## config.mk

```make
export PLATFORM = sky130hd
export DESIGN_NAME = gate_sweep
export DESIGN_NICKNAME = d
export VERILOG_FILES = /design/src/rtl/gate_sweep_pkg.sv /design/src/rtl/nin_gate.sv /design/src/rtl/gate_sweep.sv
export SDC_FILE = /design/constraint.sdc
export NUM_CORES = 1
export LEC_CHECK = 0
export ABC_CLOCK_PERIOD_IN_PS = 1630
export CAP_MARGIN = 10
export CORE_AREA = 2 2 46 48
export DETAILED_ROUTE_END_ITERATION = 7
export DIE_AREA = 0 0 48 50
export PLACE_DENSITY = 0.67
export SYNTH_ARGS = -nofsm -noshare
export SYNTH_HDL_FRONTEND = slang
export SYNTH_SLANG_ARGS = --single-unit
```

## constraint.sdc

```tcl
create_clock -name clk -period 1.63 [get_ports clk]
set_input_delay 0.326 -clock clk [delete_from_list [all_inputs] [get_ports clk]]
set_output_delay 0.326 -clock clk [all_outputs]
set_load 0.02 [all_outputs]
```

## src/rtl/gate_sweep_pkg.sv

```systemverilog
// Shared definitions for the gate sweeper: op codes, FSM encoding and the
// truth-table length helper.
package gate_sweep_pkg;

  localparam logic [2:0] OP_AND  = 3'd0;
  localparam logic [2:0] OP_OR   = 3'd1;
  localparam logic [2:0] OP_XOR  = 3'd2;
  localparam logic [2:0] OP_NAND = 3'd3;
  localparam logic [2:0] OP_NOR  = 3'd4;
  localparam logic [2:0] OP_XNOR = 3'd5;
  localparam logic [2:0] OP_BUF  = 3'd6;
  localparam logic [2:0] OP_NOT  = 3'd7;

  typedef logic [1:0] state_t;

  localparam state_t ST_IDLE = 2'd0;
  localparam state_t ST_RUN  = 2'd1;
  localparam state_t ST_DONE = 2'd2;

  // Number of distinct input vectors for an n_in-input gate.
  function automatic int unsigned table_len(input int unsigned n_in);
    return 32'(1) << n_in;
  endfunction

endpackage

```

## src/rtl/nin_gate.sv

```systemverilog
// N-input combinational gate with a 3-bit run-time operation select.
module nin_gate
  import gate_sweep_pkg::*;
#(
  parameter int unsigned N_IN = 2
) (
  input  logic [N_IN-1:0] in,
  input  logic [2:0]      op,
  output logic            out
);

  // Reduction operators collapse to BUF/NOT naturally when N_IN is 1.
  always_comb begin
    out = 1'b0;
    case (op)
      OP_AND:  out = &in;
      OP_OR:   out = |in;
      OP_XOR:  out = ^in;
      OP_NAND: out = ~&in;
      OP_NOR:  out = ~|in;
      OP_XNOR: out = ~^in;
      OP_BUF:  out = in[0];
      default: out = ~in[0];
    endcase
  end

endmodule

```

## src/rtl/gate_sweep.sv

```systemverilog
// Sequencer that sweeps every input vector through an nin_gate, holding each
// for HOLD cycles, and records the resulting truth table.
module gate_sweep
  import gate_sweep_pkg::*;
#(
  parameter int unsigned N_IN = 2,
  parameter int unsigned HOLD = 2
) (
  input  logic                   clk,
  input  logic                   rst,
  input  logic                   start,
  input  logic [2:0]             op,
  output logic [N_IN-1:0]        vec_out,
  output logic                   gate_out,
  output logic                   busy,
  output logic                   done,
  output logic [(1<<N_IN)-1:0]   table_out,
  output logic                   table_valid
);

  localparam int unsigned TLEN = table_len(N_IN);
  localparam int unsigned HW   = (HOLD > 1) ? $clog2(HOLD) : 1;
  localparam logic [HW-1:0]   HOLD_LAST = HW'(HOLD - 1);
  localparam logic [N_IN-1:0] VEC_LAST  = '1;

  state_t            state_q, state_n;
  logic [N_IN-1:0]   vec_n;
  logic [2:0]        op_q, op_n;
  logic [HW-1:0]     hold_q, hold_n;
  logic [TLEN-1:0]   table_n;
  logic              valid_n;
  logic              busy_n;
  logic              done_n;

  nin_gate #(.N_IN(N_IN)) u_gate (
    .in  (vec_out),
    .op  (op_q),
    .out (gate_out)
  );

  always_ff @(posedge clk) begin
    if (rst) begin
      state_q     <= ST_IDLE;
      vec_out     <= '0;
      op_q        <= OP_AND;
      hold_q      <= '0;
      table_out   <= '0;
      table_valid <= 1'b0;
      busy        <= 1'b0;
      done        <= 1'b0;
    end else begin
      state_q     <= state_n;
      vec_out     <= vec_n;
      op_q        <= op_n;
      hold_q      <= hold_n;
      table_out   <= table_n;
      table_valid <= valid_n;
      busy        <= busy_n;
      done        <= done_n;
    end
  end

  // Terminal vector is checked before incrementing so vec_out never wraps.
  always_comb begin
    state_n = state_q;
    vec_n   = vec_out;
    op_n    = op_q;
    hold_n  = hold_q;
    table_n = table_out;
    valid_n = table_valid;
    case (state_q)
      ST_IDLE: begin
        if (start) begin
          op_n    = op;
          table_n = '0;
          valid_n = 1'b0;
          vec_n   = '0;
          hold_n  = '0;
          state_n = ST_RUN;
        end
      end
      ST_RUN: begin
        if (hold_q == HOLD_LAST) begin
          table_n[vec_out] = gate_out;
          hold_n = '0;
          if (vec_out == VEC_LAST) begin
            valid_n = 1'b1;
            state_n = ST_DONE;
          end else begin
            vec_n = vec_out + N_IN'(1);
          end
        end else begin
          hold_n = hold_q + HW'(1);
        end
      end
      ST_DONE: state_n = ST_IDLE;
      default: state_n = ST_IDLE;
    endcase
    busy_n = (state_n == ST_RUN);
    done_n = (state_n == ST_DONE);
  end

endmodule

```

==> out/results.txt, run 1 <==
status: complete, but fails checks
failing checks: negative setup slack
Post-synth top cells: dfxtp_1 (15), a21oi_1 (6), mux2i_1 (6), nor2_1 (6)
NetSw: 0.193 mW
clock period minus worst slack: 1.92 ns
total power divided by cell area: 672 mW/mm^2
fraction of registers with async set/reset: 0%
ANT cells: 0
Synth Area in Adders: 6.88%
Worst Tran Pin Value: 0.405 ns
drt pass-1 iters: 2
Post-Synthesis Cells: 76
global-route wire length before repair: 2.75 mm
largest net degree at the start of global routing: 9
finished layout cell area: 0.00110 sq mm
die height: 50 microns
R2R Path End: table_out[3]$_SDFFE_PP0P_
hold path start: table_valid$_SDFFE_PP0P_
Final Slew Violations: 0
Placed Area: 993 sq um
fin crit share: 118%
CTS tree: done
cell taking the most area after synthesis: dfxtp_1
residual DRC count: 0
critical path arrival: 1.59 ns
synth top area cells: dfxtp_1 (41%), mux2i_1 (8.3%), ha_1 (6.9%)
Initial DRC Count: 1
mux cell area share after synthesis: 11.9%
final count of hold timing violations: 0
Setup WS pre-CTS: -0.472 ns
flop2flop setup slack: -0.06 ns
GRT Resource Usage Total: 15.9%
endpoints failing setup: 5
io pins: 16
Hold EP: table_valid$_SDFFE_PP0P_
DP HPWL: 1.16 mm
R2R cell count: 8
Clock Sinks: 15
slowest cell on the critical path: dfxtp_4
most common flop cell mapped by yosys: dfxtp_1
layout cells sized above 1: 34.0%
post-detailed-route wirelength per cell: 12.0 microns
worst hold path cell count: 1
final setup margin: -0.289 ns
CP Cell Sequence: inv_4 -> ha_4 -> mux2_4 -> mux2i_2 -> o211ai_2 -> inv_2 -> buf_6
Mapped Area: 727 sq um
switching share of power: 26.2%
Routed Wire Length: 1.59 mm
Detail Route Antenna Nets: 0
Critical Path Sink Type: primary output
die area: 0.00240 sq mm
Worst Path Required: 1.30 ns
Nets: 117
relative slew slack: 72.9%
Site Rows: 16
RSZ-0062 raised after global routing: true
Clk Tree Root Cell: clkbuf_4
top-area cell type share of the netlist area: 41.3%
placed cells: 126
number of global-route vias before repair: 676
XOR/XNOR share of the synthesized area: 0%
Filler Cells Inserted: 172
non-filler cells, final: 133
Vias: 656
antenna violations before repair: 0
Port Buffers: 15
crit path launch type: flip-flop
Pint: 0.544 mW
worst clock skew: 0.00323 ns
simple-gate area share of the yosys netlist: 19.6%
Power Total: 0.737 mW
Seq pwr share: 52.8%
register bit total from synthesis: 15
cts bufs inserted: 3
Seq/Total Area, Yosys: 41.3%
Tightest Hold Check Type: flip-flop to flip-flop
GRT Residual Overflow: 0
largest family of logic cells by synthesized area: simple AND/OR/NAND/NOR gates
core area: 0.00190 sq mm
worst-case clock buffer depth: 2
Mapped Nets: 86
critical path fanouts, max: 3
most common cell in the synthesized netlist: dfxtp_1
Die Width: 48 microns
area delta synth->final: 50.9%
Yosys Warn Count: 0
Crit path max-delay family: multiplexers
Initial Util: 38.2%
Worst-Skew Late Latency: 0.28 ns
Worst IR Drop VDD: 0.351 mV
EDFF count, synth: 0
Fmax: 521 MHz
CP max stage delay: 0.39 ns
Leak Pwr: 0.458 nW
CTS H-tree depth: 1
GPL Wtd Cong: 0.729
post-synthesis compound-gate area fraction: 15.0%
Worst-path clk slew: 0.09 ns
kind of critical path: flip-flop to primary output
syn_area_per_cell: 9.57 sq um
Buf/Inv on CP: 3
post-synth cell types: 27
Hold WS: 0.458 ns
max-cap violations: 0
Combinational Power Share: 17.8%
vias per cell: 4.93
Clock power frac: 29.5%
R2R Path Start: vec_out[0]$_SDFFE_PP0P_
## repair_timing
action,4_1_cts,5_1_grt
setup buffers,2,1
pin swaps,1,6
resized for setup,15,5
hold buffers,0,0
setup endpoints to repair,3,5
## final cells by class
class	instances	area (sq um)	share of cell area, %
tap	27	33.8	3.08
timing repair buffer	29	262	23.8
sequential	15	308	28.1
inverter	5	23.8	2.17
multi-input combinational	53	444	40.5
clock buffer	4	26.3	2.39
## cell families after synthesis
kind of cell | Yosys count
AOI/OAI and AO/OA | 16
adders and majority gates | 4
buffers and inverters | 8
DFF | 15
muxes | 8
and+or+nand+nor | 25
## layer usage
metal / vias to the layer above / wire length, microns / global-route usage [%]
met5: - / 0 / 0
met4: 0 / 25 / 6.76
met3: 4 / 54 / 3.66
met2: 14 / 821 / 27.6
met1: 309 / 692 / 17.4
li1: 329 / - / -
## sequential cells by signal, summed over array words and instances (netlist names)
name	cells
state_q	2
table_valid	1
busy	1
table_out	4
hold_q	1
vec_out	2
done	1
op_q	3
## metrics by stage
stage	TNS [ns]	util, %
floorplan	0	-
global placement	-0.448	52.2
detailed placement	-0.472	52.2
CTS	-0.302	56.1
global route	-0.682	57.7
finish	-0.359	57.7
## power by group through the flow
stage	combinational [mW]	clock [mW]	sequential, mW
6_report	0.131	0.217	0.389
5_1_grt	0.144	0.242	0.391
2_1_floorplan	0.0686	0	0.395
4_1_cts	0.124	0.226	0.389
3_3_place_gp	0.113	0	0.396
3_5_place_dp	0.116	0	0.396
## worst max-delay path by stage
stage                                        from        to  slack [ns]  cells after the start
after floorplan           vec_out[0]$_SDFFE_PP0P_  gate_out        0.02                      5
final                     vec_out[0]$_SDFFE_PP0P_  gate_out       -0.29                      7
after global routing      vec_out[0]$_SDFFE_PP0P_  gate_out       -0.38                      7
after CTS                 vec_out[1]$_SDFFE_PP0P_  gate_out       -0.30                      7
after global placement    vec_out[1]$_SDFFE_PP0P_  gate_out       -0.45                      7
after detailed placement  vec_out[0]$_SDFFE_PP0P_  gate_out       -0.47                      7
## cells in the final DEF (no fill, tap or decap), drive strengths merged
master,Yosys,final
dfxtp,15,15
or2,1,1
o31ai,3,3
a21oi,6,6
o21ai,2,2
o21bai,1,1
clkdlybuf4s50,0,12
nor2,6,6
nor4bb,1,1
ha,4,4
nand2b,1,1
mux2i,6,6
clkinv,1,1
buf,2,15
and3b,3,3
dlygate4sd2,0,2
mux2,2,2
o211ai,1,1
nand3,5,5
clkbuf,1,4
a2bb2o,1,1
inv,4,4
nand2,5,5
a21o,2,2
nand3b,1,1
nor3b,2,2
No activity file was read; power rests on OpenSTA's default activity.
==> run 2: changes to the inputs <==
Settings changed: TNS_END_PERCENT set to 5.
==> run 2 against run 1 <==
The run still ends with negative setup slack left. Die area stayed put. Via count is 2.1% lower. Clock skew is 0.00051 ns higher. First-iteration DRC count grew to 3.0 times the previous value. Sequential share of layout area is 0.69 points higher. Sequential power hardly changed. Final area is 2.4% lower.
==> out/results.txt, run 2 (synthesis gave the netlist of run 1 again) <==
status: complete, but fails checks
failing checks: negative setup slack
layout cells sized above 1: 30.5%
met1 usage: 17.4%
CTS H-tree depth: 1
worst hold path cell count: 1
Worst-path clk slew: 0.09 ns
Reg area: 308 sq um
number of global-route vias before repair: 676
Site Rows: 16
multi-input combinational cell area: 429 sq um
Vias: 642
non-filler cells, final: 132
Die Width: 48 microns
GRT Resource Usage Total: 15.9%
Initial DRC Count: 3
area delta synth->final: 47.3%
fin crit share: 118%
Final Slew Violations: 0
global-route wire length before repair: 2.75 mm
Clock Sinks: 15
max-cap violations: 0
Critical Path Sink Type: primary output
final count of hold timing violations: 0
Fmax: 521 MHz
Setup WS pre-CTS: -0.472 ns
grt met2 use: 27.6%
Leak Pwr: 0.447 nW
core area: 0.00190 sq mm
relative slew slack: 72.9%
endpoints failing setup: 1
ANT cells: 0
Top Registers: table_out x4, op_q x3
total power divided by cell area: 682 mW/mm^2
CTS tree: done
Worst Path Required: 1.30 ns
R2R cell count: 7
DP HPWL: 1.16 mm
Filler Cells Inserted: 177
RSZ-0062 raised after global routing: true
Initial Util: 38.2%
final setup margin: -0.290 ns
Worst Tran Pin Value: 0.405 ns
residual DRC count: 0
largest net degree at the start of global routing: 9
Port Buffers: 15
Worst-Skew Late Latency: 0.28 ns
Nets: 116
GPL Wtd Cong: 0.729
GRT Max-Usage Layer: met2
Clk Tree Root Cell: clkbuf_4
crit path launch type: flip-flop
GR Layer Usage met3: 3.66%
commonest non-fill, non-tap cell in the layout: dfxtp_1
Routed Wire Length: 1.56 mm
Tightest Hold Check Type: flip-flop to flip-flop
Biggest register: table_out
critical path arrival: 1.59 ns
post-detailed-route wirelength per cell: 11.8 microns
drt pass-1 iters: 3
vias per cell: 4.86
critical path fanouts, max: 3
worst clock skew: 0.00374 ns
max FFs per register: 4
Worst IR Drop VDD: 0.352 mV
antenna violations before repair: 0
placed cells: 126
post-layout util: 56.3%
Detail Route Antenna Nets: 0
worst-case clock buffer depth: 2
GRT Residual Overflow: 0
cts bufs inserted: 3
die area: 0.00240 sq mm
die height: 50 microns
most frequent cells in the layout: dfxtp_1 (13), clkdlybuf4s50_1 (12), buf_4 (12)
clock period minus worst slack: 1.92 ns
io pins: 16
kind of critical path: flip-flop to primary output
## run 2: cell count changes in the layout (fill, tap and decap cells not counted)
cell / before / now
buf_6: 3 / 2
o31ai_1: 0 / 3
o31ai_2: 3 / 0
## run 2: power by group
part	leakage (nW)	internal [mW]	total, mW	switching, mW
clock network	0.0150	0.0950	0.218	0.123
logic	0.308	0.0700	0.124	0.0544
registers	0.124	0.375	0.389	0.0135
total	0.447	0.540	0.731	0.190
## run 2: worst paths after layout
kind,startpoint,end,slack [ns]
setup / recovery,vec_out[0]$_SDFFE_PP0P_,gate_out,-0.29
hold reg to reg,table_valid$_SDFFE_PP0P_,table_valid$_SDFFE_PP0P_,0.46
hold / removal,table_valid$_SDFFE_PP0P_,table_valid$_SDFFE_PP0P_,0.46
setup reg to reg,vec_out[0]$_SDFFE_PP0P_,table_out[3]$_SDFFE_PP0P_,0.02
## run 2: cell type report
type	count	share of cell area [%]
clock buffer	4	2.45
inverter	5	2.22
multi-input combinational	53	40.1
sequential	15	28.7
tap	27	3.15
timing repair buffer	28	23.4
## run 2: routing by layer
layer / vias up / wire length, microns
li1: 326 / -
met1: 298 / 702
met2: 14 / 775
met3: 4 / 56
met4: 0 / 23
met5: - / 0
## run 2: critical path: stages, from the launching register on
cell      delay [ns]
dfxtp_4         0.39
inv_4           0.04
ha_4            0.15
mux2_4          0.27
mux2i_2         0.18
o211ai_2        0.12
inv_2           0.07
buf_6           0.10
## run 2: stage by stage
step	instance area [sq um]	hold WS (ns)	setup TNS (ns)	power [mW]
floorplan	747	0.473	0	0.464
global placement	993	0.438	-0.448	0.509
detailed placement	993	0.440	-0.472	0.512
CTS	1070	0.462	-0.302	0.738
global route	1070	0.491	-0.517	0.771
finish	1070	0.458	-0.290	0.731
## run 2: what timing repair did
item / 4_1_cts / 5_1_grt
resized for setup: 15 / 1
buffers inserted: 2 / 0
hold buffers: 0 / 0
setup endpoints to repair: 3 / 5
pin swaps: 1 / 2
==> run 3: changes to the inputs <==
Settings changed: HOLD_SLACK_MARGIN set to 0.15.
==> results of run 3 <==
The final DEF is identical to that of run 2; final timing and power are the same.
